## src/rtl/instr_encoder.sv

```systemverilog
// MIPS instruction encoder feeding a 4-entry output FIFO with address tagging.
// Define ENC_FIELD_CHECK_EN to flag nonzero fields that the encoding forces to zero.
module instr_encoder (
  input  logic        clk,
  input  logic        reset_n,
  input  logic        flush,
  input  logic        in_valid,
  output logic        in_ready,
  input  logic [3:0]  op_sel,
  input  logic [4:0]  rs,
  input  logic [4:0]  rt,
  input  logic [4:0]  rd,
  input  logic [4:0]  shamt,
  input  logic [15:0] imm,
  input  logic [25:0] target,
  output logic        out_valid,
  input  logic        out_ready,
  output logic [31:0] out_word,
  output logic [31:0] out_addr,
  output logic [2:0]  count,
  output logic        err_illegal,
  output logic        err_field
);

  localparam logic [31:0] BASE_ADDR = 32'h0000_3000;

  logic [31:0] word_q [4];
  logic [31:0] word_d [4];
  logic [31:0] addr_q [4];
  logic [31:0] addr_d [4];
  logic [1:0]  rd_ptr_q, rd_ptr_d;
  logic [1:0]  wr_ptr_q, wr_ptr_d;
  logic [2:0]  count_q, count_d;
  logic [31:0] addr_cnt_q, addr_cnt_d;
  logic        err_illegal_q, err_illegal_d;
  logic        ready_en_q;

  logic [31:0] enc_word;
  logic        enc_legal;
  logic        field_bad;
  logic        accept;
  logic        push;
  logic        pop;

  // Unused fields are simply left out of the concatenation, which masks them.
  always_comb begin
    enc_word  = 32'h0;
    enc_legal = 1'b1;
    case (op_sel)
      4'd0:    enc_word = {6'h00, rs, rt, rd, 5'd0, 6'h21};
      4'd1:    enc_word = {6'h00, rs, rt, rd, 5'd0, 6'h23};
      4'd2:    enc_word = {6'h0D, rs, rt, imm};
      4'd3:    enc_word = {6'h23, rs, rt, imm};
      4'd4:    enc_word = {6'h2B, rs, rt, imm};
      4'd5:    enc_word = {6'h04, rs, rt, imm};
      4'd6:    enc_word = {6'h0F, 5'd0, rt, imm};
      4'd7:    enc_word = {6'h02, target};
      4'd8:    enc_word = {6'h03, target};
      4'd9:    enc_word = {6'h00, rs, 15'd0, 6'h08};
      4'd10:   enc_word = {6'h00, 5'd0, rt, rd, shamt, 6'h00};
      default: enc_legal = 1'b0;
    endcase
  end

`ifdef ENC_FIELD_CHECK_EN
  logic err_field_q, err_field_d;

  always_comb begin
    field_bad = 1'b0;
    case (op_sel)
      4'd0, 4'd1: field_bad = (shamt != 5'd0);
      4'd6:       field_bad = (rs != 5'd0);
      4'd9:       field_bad = (rt != 5'd0) || (rd != 5'd0) || (shamt != 5'd0);
      4'd10:      field_bad = (rs != 5'd0);
      default:    field_bad = 1'b0;
    endcase
  end

  always_comb begin
    err_field_d = err_field_q;
    if (flush)
      err_field_d = 1'b0;
    else if (push && field_bad)
      err_field_d = 1'b1;
  end

  always_ff @(posedge clk or negedge reset_n) begin
    if (!reset_n)
      err_field_q <= 1'b0;
    else
      err_field_q <= err_field_d;
  end

  assign err_field = err_field_q;
`else
  assign field_bad = 1'b0;
  assign err_field = 1'b0;
`endif

  // ready_en_q keeps the port closed on the first edge after reset release.
  assign in_ready  = ready_en_q && (count_q != 3'd4);
  assign accept    = in_valid && in_ready;
  assign push      = accept && enc_legal && !flush;
  assign pop       = out_valid && out_ready && !flush;

  assign out_valid   = (count_q != 3'd0);
  assign out_word    = word_q[rd_ptr_q];
  assign out_addr    = addr_q[rd_ptr_q];
  assign count       = count_q;
  assign err_illegal = err_illegal_q;

  always_comb begin
    word_d        = word_q;
    addr_d        = addr_q;
    rd_ptr_d      = rd_ptr_q;
    wr_ptr_d      = wr_ptr_q;
    count_d       = count_q;
    addr_cnt_d    = addr_cnt_q;
    err_illegal_d = err_illegal_q;
    if (flush) begin
      rd_ptr_d      = 2'd0;
      wr_ptr_d      = 2'd0;
      count_d       = 3'd0;
      addr_cnt_d    = BASE_ADDR;
      err_illegal_d = 1'b0;
    end else begin
      if (push) begin
        word_d[wr_ptr_q] = enc_word;
        addr_d[wr_ptr_q] = addr_cnt_q;
        wr_ptr_d         = wr_ptr_q + 2'd1;
        addr_cnt_d       = addr_cnt_q + 32'd4;
      end
      if (pop)
        rd_ptr_d = rd_ptr_q + 2'd1;
      count_d = count_q + {2'b00, push} - {2'b00, pop};
      if (accept && !enc_legal)
        err_illegal_d = 1'b1;
    end
  end

  always_ff @(posedge clk or negedge reset_n) begin
    if (!reset_n) begin
      for (int i = 0; i < 4; i++) begin
        word_q[i] <= 32'h0;
        addr_q[i] <= BASE_ADDR;
      end
      rd_ptr_q      <= 2'd0;
      wr_ptr_q      <= 2'd0;
      count_q       <= 3'd0;
      addr_cnt_q    <= BASE_ADDR;
      err_illegal_q <= 1'b0;
      ready_en_q    <= 1'b0;
    end else begin
      word_q        <= word_d;
      addr_q        <= addr_d;
      rd_ptr_q      <= rd_ptr_d;
      wr_ptr_q      <= wr_ptr_d;
      count_q       <= count_d;
      addr_cnt_q    <= addr_cnt_d;
      err_illegal_q <= err_illegal_d;
      ready_en_q    <= 1'b1;
    end
  end

endmodule

```

## config.mk

```make
export PLATFORM = sky130hd
export DESIGN_NAME = instr_encoder
export DESIGN_NICKNAME = d
export VERILOG_FILES = /design/src/rtl/instr_encoder.sv
export SDC_FILE = /design/constraint.sdc
export NUM_CORES = 1
export LEC_CHECK = 0
export CORE_MARGIN = 2
export CORE_UTILIZATION = 50
export CTS_BUF_LIST = sky130_fd_sc_hd__clkbuf_8 sky130_fd_sc_hd__clkbuf_16
export CTS_CLUSTER_DIAMETER = 60
export CTS_CLUSTER_SIZE = 25
export DETAILED_ROUTE_END_ITERATION = 7
export GPL_TIMING_DRIVEN = 0
export PLACE_DENSITY = 0.72
export SLEW_MARGIN = 20
export SYNTH_ARGS = -nofsm -noshare
export SYNTH_HDL_FRONTEND = slang
export SYNTH_SLANG_ARGS = --single-unit
```

## constraint.sdc

```tcl
create_clock -name clk -period 3.1 [get_ports clk]
set_input_delay 0.775 -clock clk [delete_from_list [all_inputs] [get_ports clk]]
set_output_delay 0.775 -clock clk [all_outputs]
set_load 0.01 [all_outputs]
```

# Yosys cells after proc, flatten, opt, wreduce, memory -nomap -nowiden
# Cells that the tools add are included.
# op_classes
n_lt_le_gt_ge	3
n_mul	0
n_reduce_logical	17
div_mod_pow	0
muxes	21
addsub	5
bitwise_logic	3
n_shift	0
eq_ne	11
# op_table
op	n
32-bit case mux with 11 select lines	1
128-bit bitwise mux	2
32-bit two-way mux	7
32-bit binary-select mux with 2-bit select	2
32-bit demux with 2-bit select	1
32-bit by 3-bit adder with 32-bit output, second input constant	1
4-bit by 3-bit equality test with 1-bit output, second input constant	4
4-bit equality test, second input constant	3
11-bit OR reduction	1
4-bit by 2-bit equality test with 1-bit output, second input constant	2
1-bit logical AND	8
2-bit two-way mux	4
3-bit >= comparator, second input constant	2
2-bit inverter with 3-bit output	2
2-bit nonzero test	3
2-bit by 1-bit adder with 2-bit output, second input constant	2
4-bit by 1-bit equality test with 1-bit output, second input constant	1
4-bit logical NOT	1
3-bit by 1-bit adder with 3-bit output	1
3-bit by 1-bit less-than comparator with 1-bit output, second input constant	1
1-bit two-way mux	3
3-bit two-way mux	1
3-bit != test, second input constant	1
3-bit nonzero test	1
4 further kinds	5
# word_totals
in_bits	71
mem_count	0
latch_bits	0
ff_bits	297
mem_bits_ro	0
mem_bits_rw	0
elab_cells	74
out_inout_bits	71

# Logic depth before layout (Yosys ltp)
# Gate-level depths: netlist of the first run.
# logic_depth
ltp_word	8
depth_mapped	11
depth_no_buf	10

# Least setup slack after synthesis of the first run
# Ideal clock, no wire load.
# synth_timing
kind	input-to-reg
startpoint	in op_sel[0]
endpoint	reg count_q[2] (netlist: count[2])
setup_ps	132
arrival_ps	2849
n_path_buf	1
slack_ps	120
stages	11
required_ps	2968
path_cell_list	buf_2 -> a21o_4 -> a2111oi_4 -> inv_1 -> ha_1 -> inv_1 -> ha_1 -> inv_1 -> fa_1 -> xnor2_1 -> nor2_1
# synth_between
elab_chain_cells	8
word_cells_on_any_way	18
cone_classes	2 x add/sub; 10 x eq/ne; 2 x mux; 4 x reduce/logical
# synth_rtl
element	line	source
start: declaration	9	input logic [3:0] op_sel,
4-bit equality test (tied with other cells)	49	case (op_sel)
11-bit OR reduction (no line) *	n/a	
1-bit two-way mux *	49	
1-bit logical AND * (2 in a row)	103	assign push = accept && enc_legal && !flush;
3-bit by 1-bit adder with 3-bit output *	135	count_d = count_q + {2'b00, push} - {2'b00, pop};
3-bit by 1-bit subtractor with 3-bit output *	135	
3-bit two-way mux *	120	if (flush) begin
net count_d[2]	33	logic [2:0] count_q, count_d;
end signal: assignment	158	count_q <= count_d;
end: declaration	33	
# The timed path passes the listed nets; every way through them passes the cells marked *.
# A chain may end at the register's enable or synchronous reset.

# Final worst setup path of the first run
# layout_timing
startpoint	reg rd_ptr_q[0]
endpoint	out out_word[16]
# layout_between
elab_chain_cells	4
# layout_rtl
element	line	source
start: declaration	31	logic [1:0] rd_ptr_q, rd_ptr_d;
start signal: assignment	156	rd_ptr_q <= rd_ptr_d;
2-bit inverter with 3-bit output (implied by the code)	107	assign out_word = word_q[rd_ptr_q];
32-bit binary-select mux with 2-bit select	107	
32-bit two-way mux (implied by the code) (2 in a row)	107	
end: declaration	18	output logic [31:0] out_word,
# No other way between the ends. The select of a mux whose other input is x is not followed.

==> flow_summary.ini, run 1 <==
[place]
gp_congestion = 0.9203
post-place-ws_ns = -0.6691
dpl.hpwl_um = 25110
io_buffers = 134

[grt]
antenna_found_initial = 0
grtUsageTotal_pct = 26.19
grt_max_degree = 101
grt_pass1_wl_um = 58870
grt_pass1_vias = 10940
overflow = 0

[timing]
whs_ns = 0.2585
period_needed_ns = 3.056
fin_crit_sh_pct = 98.59
fmax_mhz = 327.2
tightest_slew_ns = 1.133
slew_headroom_pct = 23.86
final_hold_viol_count = 0
skew_ns = 0.01621
slew_viol_final = 0
setup_viol = 0
rsz0062_at_grt = yes
setup_ws_ns = 0.04361

[worst_setup_path]
cp_slowest_stage_delay_ns = 0.53
cp-start-kind = flop
end_kind = output pin
critPathArrivalTime_ns = 2.28
cp_num_buf_inv = 3
rr_startpoint = count[1]$_DFF_PN0_
cp_slowest_cell = mux4_2
cp-startpoint = rd_ptr_q[0]$_DFFE_PN0P_
critPathMostFrequentCell = buf_12
worstSetupPathType = reg2out
cpLargestDelayFamily = buffers and inverters
r2r-end = count[2]$_DFF_PN0_
cp_cell_sequence = buf_12, buf_12, mux4_2, clkdlybuf4s50_1
reg2reg_setup_slack_ns = 0.40
worstPathMaxFanout = 10
path_depth = 4
crit_required_ns = 2.32
critPathCapture = out_word[16]
r2r_cells = 10

[power_and_ir_drop]
p_total_mw = 9.730
vdd_ir_drop_max_mv = 0.3709
p_leak_nw = 7.833
power.density_mw_per_mm2 = 598.7

[clock_network]
htreeDepth = 1
insertion_delay_ns = 0.53
cts_buffers = 23
cts_sinks = 283
path_clk_slew_ns = 0.09
holdBufCountCts = 0
cts_tree = done
cts-root-buf = clkbuf_16
clock_path_buffers = 3

[floorplanning]
die_y_um = 167.9
die-width_um = 167.9
ios = 142
dieArea_mm2 = 0.02819
initial_utilization_pct = 51.25
rows = 59
core_area_mm2 = 0.02621

[drt]
viasPerCell = 5.726
drt_first_iter_violations = 964
firstDrtPassIters = 5
wire_per_inst_um = 19.17
routed_wl_um = 36040
ant_nets = 0
routed-via-count = 10770
drc_errors = 0

[yosys]
ys_warn_count = 0
ys.flop_type = dfrtp_1
syn_avg_cell_area_um2 = 9.832
async_flop_share_pct = 100.0
synth-edff-count = 0
netlist_instances = 1366
ys_seq_area_share_pct = 52.82
synth_area_mm2 = 0.01343
ys_types = 52
synth-seq-cells = 283

[hold_path]
worst_hold_path_type = in2async

[layout]
nets = 1608
final_layout_size_suffix_gt1_share_pct = 12.23
fillers = 2126
final_util_pct = 62.02
syn2layout_area_growth_pct = 21.02
n_antenna_cell = 0

[job]
cap_violations = 0

[outcome]
outcome = finished clean
==> flip-flops by register name, indices dropped and copies added (netlist names) <==
signal and cells:
word_q 124, ready_en_q 1, wr_ptr_q 2, addr_q 120, addr_cnt_q 30, count 3, rd_ptr_q 2, err_illegal 1
==> worst min path at each step <==
| stage | endpoint | slack [ns] | cells past startpoint |
|---|---|---|---|
| after detailed placement | addr_q[77]$_DFFE_PN1P_ | 0.45 | 2 |
| after CTS | word_q[114]$_DFFE_PN0P_ | 0.30 | 1 |
| after global routing | word_q[49]$_DFFE_PN0P_ | 0.32 | 1 |
| after global placement | addr_q[77]$_DFFE_PN1P_ | 0.45 | 2 |
| after floorplan | addr_q[44]$_DFFE_PN1P_ | 0.44 | 2 |
| final | word_q[20]$_DFFE_PN0P_ | 0.26 | 1 |
==> metal layers <==
layer / GRT usage (%) / vias up / share of wire, %
li1: - / 4921 / -
met1: 36.57 / 5387 / 42
met2: 43.59 / 392 / 49
met3: 3.855 / 65 / 5.9
met4: 6.730 / 0 / 2.3
met5: 0 / - / 0
==> placed cells by master, fill, tap and decap left out, types with 23 or more instances in the layout <==
cell type,instances
dfrtp_1,272
nand2_1,464
clkbuf_16,23
clkbuf_1,44
mux4_2,61
clkdlybuf4s50_1,108
xor2_1,23
nor2_1,97
o21ai_0,94
a21oi_1,45
==> cell type report <==
| cell class | instances | area [µm²] | area share (%) |
|---|---|---|---|
| plain buffers | 103 | 635.6 | 3.911 |
| clock buffers | 23 | 575.6 | 3.541 |
| clock inverters | 18 | 225.2 | 1.386 |
| inverters | 18 | 67.56 | 0.4157 |
| multi-input cells | 962 | 5754 | 35.40 |
| flip-flops and latches | 283 | 7096 | 43.66 |
| well taps | 335 | 419.2 | 2.579 |
| repair buffers | 138 | 1480 | 9.107 |
==> cells in the mapped netlist, drive strengths merged, types with 2 or more instances <==
cell     number  area [µm²]
and2          6       37.54
o21bai        2       15.01
or3           6       37.54
a21oi        45       225.2
xnor2         6       52.55
mux4         61        1374
nand4        16       100.1
xor2         23       201.4
a211oi        4       40.03
mux2i         6       60.06
a31oi         2       12.51
nand2b        3       18.77
a222oi        5       50.05
mux2          5       56.30
nand3        16       80.08
a32o          9       90.09
a22oi         7       52.55
a221oi       10       87.58
nand2       468        1767
maj3          2       20.02
nor3b         4       40.03
and3          6       37.54
buf          54       342.8
nor3          3       15.01
clkbuf       52       195.2
o21ai       106       530.5
a2111oi       2       42.54
dfrtp       273        6832
a2bb2oi       2       17.52
nor2b        14       87.58
conb          2       7.510
inv          18       67.56
ha            7       87.58
dfstp        10       262.8
o22ai         6       37.54
nor2         97       364.1
==> cell families (layout without fill, tap and decap cells) <==
kind of cell	after synthesis	count (layout)	share of synthesized area [%]
buf+inv	124	300	4.509
flops	283	283	52.82
fa+ha+maj	10	10	0.9502
compound gates	203	203	9.186
simple gates	643	643	19.49
mux	72	72	11.10
other cells	2	5	0.05592
xor+xnor	29	29	1.891
==> power breakdown <==
| group | internal (mW) | leakage (nW) | switching [mW] |
|---|---|---|---|
| combinational | 1.27 | 3.60 | 1.13 |
| sequential | 4.07 | 3.85 | 0.212 |
| clock | 1.48 | 0.384 | 1.57 |
| total | 6.82 | 7.83 | 2.91 |
==> through the flow <==
stage	TNS (ns)	cells	instance area, µm²
2_1_floorplan	0	1369	13440
3_3_place_gp	-3018.72	1838	15200
3_5_place_dp	-30.19	1840	15270
4_1_cts	-0.1017	1881	16160
5_1_grt	-0.04615	1880	16250
6_report	0	1880	16250
==> repair_timing <==
item	in CTS	in global routing
setup buffers	2	0
endpoints found under the setup margin	64	54
gates resized for setup	31	32
pin swaps	0	1
(Power assumes the default switching activity.)
==> run 2, diff against run 1 <==
Settings changed: SLEW_MARGIN 20 to not set.
==> run 2 against run 1 <==
  * The run now ends with setup timing left
  * Register-to-register slack better by 0.30 ns
  * Power is 1.3% lower
  * Die area is the same
  * Sequential power hardly changed
  * Cell count is essentially flat
  * Wire length is 0.99% lower
  * Sequential cell count unchanged
  * Utilization decreased by 0.51 points
  * Hold slack worse by 0.15 ns
  * Sequential share of layout area is 0.36 points higher
  * Design area decreased by 0.82%
  * Clock skew grew 0.012 ns
==> flow_summary.ini, run 2 (synthesized netlist as in run 1, its figures left out) <==
[worst_setup_path]
worstSetupPathType = reg2out
critPathArrivalTime_ns = 2.34
worstPathMaxFanout = 10
cpLargestDelayFamily = buffers and inverters
cp_slowest_cell = mux4_2
cp_cell_sequence = buf_12, buf_6, mux4_2, clkdlybuf4s50_1
cp_slowest_stage_delay_ns = 0.56
cp_num_buf_inv = 3
end_kind = output pin
crit_required_ns = 2.32
cp-start-kind = flop

[grt]
grt_pass1_vias = 10880
antenna_found_initial = 0
grtUsageTotal_pct = 25.81
grt_max_degree = 125
overflow = 0
grt_pass1_wl_um = 57900

[layout]
fillers = 2118
largest_reg_flops = 124
syn2layout_area_growth_pct = 20.02
final_common_cell = nand2_1
regArea_mm2 = 0.007096
final_layout_size_suffix_gt1_share_pct = 12.05
reg_top3 = word_q x124, addr_q x120, addr_cnt_q x30
n_antenna_cell = 0
nets = 1607
multi_input_area_mm2 = 0.005754
final_cells = 1879
layout_common_cells = nand2_1, dfrtp_1, clkdlybuf4s50_1
regMostFlops = word_q

[timing]
final_hold_viol_count = 0
setup_viol = 4
slew_headroom_pct = 30.08
fin_crit_sh_pct = 100.3
skew_ns = 0.02859
tightest_slew_ns = 1.041
slew_viol_final = 0
fmax_mhz = 321.5
setup_ws_ns = -0.01018
period_needed_ns = 3.110
rsz0062_at_grt = yes
fin_tns_setup_ns = -0.02718

[job]
cap_violations = 0

[floorplanning]
core_area_mm2 = 0.02621
die_y_um = 167.9
rows = 59
initial_utilization_pct = 51.25
ios = 142
dieArea_mm2 = 0.02819
die-width_um = 167.9

[clock_network]
cts_sinks = 283
cts_tree = done
insertion_delay_ns = 0.54
htreeDepth = 1
clock_path_buffers = 3
cts-root-buf = clkbuf_16
cts_buffers = 22
path_clk_slew_ns = 0.10

[drt]
drc_errors = 0
routed_wl_um = 35680
wire_per_inst_um = 18.99
firstDrtPassIters = 5
ant_nets = 0
viasPerCell = 5.704
drt_first_iter_violations = 912
routed-via-count = 10720

[power_and_ir_drop]
power.density_mw_per_mm2 = 595.7
vdd_ir_drop_max_mv = 0.3896
p_leak_nw = 7.456
p_total_mw = 9.602

[hold_path]
worst_hold_path_type = in2async

[place]
io_buffers = 134
gp_congestion = 0.9203
dpl.hpwl_um = 25150
dp_cells = 1840

[outcome]
outcome = finished with violations
violations = setup timing
-- run 2: cell types whose count changed in the layout (fill, tap and decap cells not counted), moves of 3 or more --
cell / before / now
dlymetal6s2s_1: 22 / 1
buf_6: 5 / 10
clkinvlp_4: 1 / 4
clkdlybuf4s50_1: 108 / 130
buf_12: 6 / 1
-- run 2: stage by stage --
| step | setup WS, ns | instance area, µm² | util (%) | hold WS, ns |
|---|---|---|---|---|
| finish | -0.01018 | 16120 | 61.51 | 0.1044 |
| global route | -0.07688 | 16120 | 61.51 | 0.1124 |
| CTS | -0.02924 | 16110 | 61.46 | 0.1045 |
| detailed placement | -0.6703 | 15260 | 58.24 | 0.4471 |
| global placement | -10.75 | 15200 | 58.01 | 0.4451 |
| floorplan | 0.1195 | 13440 | - | 0.4370 |
-- run 2: cell type report --
cell class              count  area share (%)
flip-flops and latches    283           44.02
multi-input cells         962           35.70
repair buffers            138           8.864
plain buffers             103           3.640
clock buffers              23           3.571
well taps                 335           2.600
clock inverters            17           1.188
inverters                  18          0.4192
-- run 2: worst paths after layout --
kind | start | end | slack, ns | depth (start not counted)
max | rd_ptr_q[0]$_DFFE_PN0P_ | out_addr[15] | -0.01 | 4
min | reset_n | word_q[114]$_DFFE_PN0P_ | 0.10 | 1
max reg2reg | count[1]$_DFF_PN0_ | count[2]$_DFF_PN0_ | 0.70 | 10
min reg2reg | addr_q[108]$_DFFE_PN1P_ | addr_q[108]$_DFFE_PN1P_ | 0.46 | 2
max in group asynchronous | reset_n | wr_ptr_q[1]$_DFFE_PN0N_ | 1.54 | 3
min in group clk | addr_q[108]$_DFFE_PN1P_ | addr_q[108]$_DFFE_PN1P_ | 0.46 | 2
-- run 2: routing by layer --
| layer | GRT usage [%] | vias to the layer above | share of wire, % |
|---|---|---|---|
| met5 | 0 | - | 0 |
| met4 | 7.410 | 0 | 2.9 |
| met3 | 3.597 | 75 | 6.2 |
| met2 | 42.90 | 394 | 48 |
| met1 | 35.90 | 5335 | 43 |
| li1 | - | 4913 | - |
-- run 2: timing repair --
| item | 4_1_cts | 5_1_grt |
|---|---|---|
| pin swaps | 0 | 1 |
| resized for setup | 28 | 2 |
| hold buffers | 0 | 0 |
| setup buffers | 1 | 1 |
| endpoints found under the setup margin | 64 | 56 |
-- run 2: power by group --
part	internal, mW	switching [mW]	total, mW	leakage (nW)
sequential	4.07	0.215	4.28	3.85
combinational	1.24	1.12	2.36	3.24
clock	1.45	1.52	2.97	0.365
total	6.76	2.85	9.60	7.46
-- run 2: worst register-to-register path, cell delays in order, from the launching register on --
cell and delay (ns):
dfrtp_1 0.48, nor3b_4 0.48, a2111oi_4 0.11, inv_1 0.12, ha_1 0.23, inv_1 0.05, ha_1 0.13, inv_1 0.05
fa_1 0.39, xnor2_1 0.16, nor2_1 0.06
==> run 3, diff against run 2 <==
Settings changed: CTS_BUF_LIST sky130_fd_sc_hd__clkbuf_8 sky130_fd_sc_hd__clkbuf_16 to sky130_fd_sc_hd__clkbuf_8.
==> run 3 against run 2 <==
  * The flow now finishes without violations
  * Wire length down 0.67%
  * First-iteration DRC count up 0.11%
  * Via count down 0.60%
  * Global-route usage down 0.087 points
  * Clock power down 25%
  * Sequential power about the same
  * Non-clock buffer count up 6
  * Sequential cell count unchanged
  * Hold slack worse by 0.067 ns
  * Clock skew up 0.013 ns
  * Largest cell class unchanged
  * Largest power group unchanged
  * Highest routed layer unchanged
==> flow_summary.ini, run 3 (synthesized netlist as in run 1, its figures left out) <==
[drt]
viasPerCell = 5.651
firstDrtPassIters = 5
routed_wl_um = 35450
drt_first_iter_violations = 913
drc_errors = 0
ant_nets = 0
wire_per_inst_um = 18.80
routed-via-count = 10650

[power_and_ir_drop]
p_leak_nw = 7.554
vdd_ir_drop_max_mv = 0.3832
power.density_mw_per_mm2 = 554.5

[layout]
final_cells = 1885
nets = 1613
fillers = 2184
n_antenna_cell = 0
layout_common_cells = nand2_1, dfrtp_1, nor2_1
syn2layout_area_growth_pct = 18.26
final_layout_size_suffix_gt1_share_pct = 12.39
final_common_cell = nand2_1
largest_reg_flops = 124
regMostFlops = word_q
final_util_pct = 60.61
reg_top3 = word_q x124, addr_q x120, addr_cnt_q x30

[timing]
fin_crit_sh_pct = 97.25
slew_headroom_pct = 21.30
fmax_mhz = 331.7
setup_viol = 0
fin_tns_setup_ns = 0
final_hold_viol_count = 0
rsz0062_at_grt = no
skew_ns = 0.04168
slew_viol_final = 0
period_needed_ns = 3.015
tightest_slew_ns = 1.171

[floorplanning]
initial_utilization_pct = 51.25
rows = 59
die-width_um = 167.9
dieArea_mm2 = 0.02819
ios = 142
core_area_mm2 = 0.02621
die_y_um = 167.9

[worst_setup_path]
cp_cell_sequence = buf_8, mux4_2, clkdlybuf4s50_1
cpLargestDelayFamily = buffers and inverters
critPathCapture = out_addr[27]
critPathArrivalTime_ns = 2.24
end_kind = output pin
crit_required_ns = 2.32
rr_startpoint = count[1]$_DFF_PN0_
r2r-end = count[2]$_DFF_PN0_
r2r_cells = 11
reg2reg_setup_slack_ns = 0.64
cp-start-kind = flop
worstSetupPathType = reg2out
cp_slowest_stage_delay_ns = 0.54
path_depth = 3
cp_num_buf_inv = 2
cp-startpoint = rd_ptr_q[0]$_DFFE_PN0P_
worstPathMaxFanout = 10
cp_slowest_cell = mux4_2

[clock_network]
insertion_delay_ns = 0.59
cts_sinks = 283
cts_tree = done
htreeDepth = 1
clock_path_buffers = 3
cts_buffers = 22
cts-root-buf = clkbuf_8
path_clk_slew_ns = 0.14

[place]
dp_cells = 1840
io_buffers = 134
dpl.hpwl_um = 25150
gp_congestion = 0.9203

[job]
cap_violations = 0

[grt]
grt_pass1_wl_um = 57570
overflow = 0
antenna_found_initial = 0
grt_pass1_vias = 10790
grtUsageTotal_pct = 25.73
grt_max_degree = 125

[hold_path]
worst_hold_path_type = in2async

[outcome]
outcome = finished clean
run 3: where the power goes:
part           switching [mW]  internal, mW  leakage, nW  total (mW)
registers               0.218          4.07         3.85        4.28
clock network            1.43         0.804        0.247        2.23
logic                    1.12          1.17         3.46        2.29
run 3: worst min-delay path by stage:
| stage | slack [ns] | to |
|---|---|---|
| after detailed placement | 0.45 | addr_q[13]$_DFFE_PN1P_ |
| final | 0.04 | word_q[114]$_DFFE_PN0P_ |
| after global placement | 0.45 | addr_q[77]$_DFFE_PN1P_ |
| after CTS | 0.03 | word_q[114]$_DFFE_PN0P_ |
| after floorplan | 0.44 | addr_q[44]$_DFFE_PN1P_ |
| after global routing | 0.04 | word_q[114]$_DFFE_PN0P_ |
run 3: layout make-up:
type,instances,area [µm²],area share (%)
tap,335,419.2,2.639
timing repair buffer,143,1405,8.847
sequential,283,7097,44.68
buffer,104,631.9,3.978
clock inverter,17,191.4,1.205
multi-input combinational,962,5754,36.23
clock buffer,23,316.6,1.993
inverter,18,67.56,0.4254
run 3: worst reg2reg max path, stage by stage, from the launching register on:
cell       delay [ns]
dfrtp_1          0.52
nor3b_4          0.12
buf_4            0.16
a2111oi_4        0.29
inv_1            0.13
ha_1             0.28
inv_1            0.05
ha_1             0.13
inv_1            0.05
fa_1             0.39
xnor2_1          0.16
nor2_1           0.06
run 3: through the flow:
| step | hold slack, ns | setup WS (ns) | total power [mW] | instance area, µm² |
|---|---|---|---|---|
| after floorplan | 0.4370 | 0.1195 | 5.584 | 13440 |
| after global placement | 0.4451 | -10.75 | 6.574 | 15200 |
| after detailed placement | 0.4471 | -0.6703 | 6.647 | 15260 |
| after CTS | 0.02814 | 0.03734 | 8.826 | 15840 |
| after global routing | 0.03708 | 0.01022 | 9.213 | 15880 |
| final | 0.03753 | 0.08537 | 8.807 | 15880 |
run 3: layer usage:
metal / global-route usage, % / wire length (µm)
met5: 0 / 0
met4: 8.166 / 1046
met2: 42.44 / 16990
met3: 3.597 / 2212
met1: 35.72 / 15200
run 3: repair_timing:
action                                  in CTS  in global routing
gates resized for setup                     87                  2
endpoints found under the setup margin      63                  4
pin swaps                                    0                  2
hold buffers                                 0                  0
setup buffers                                3                  4
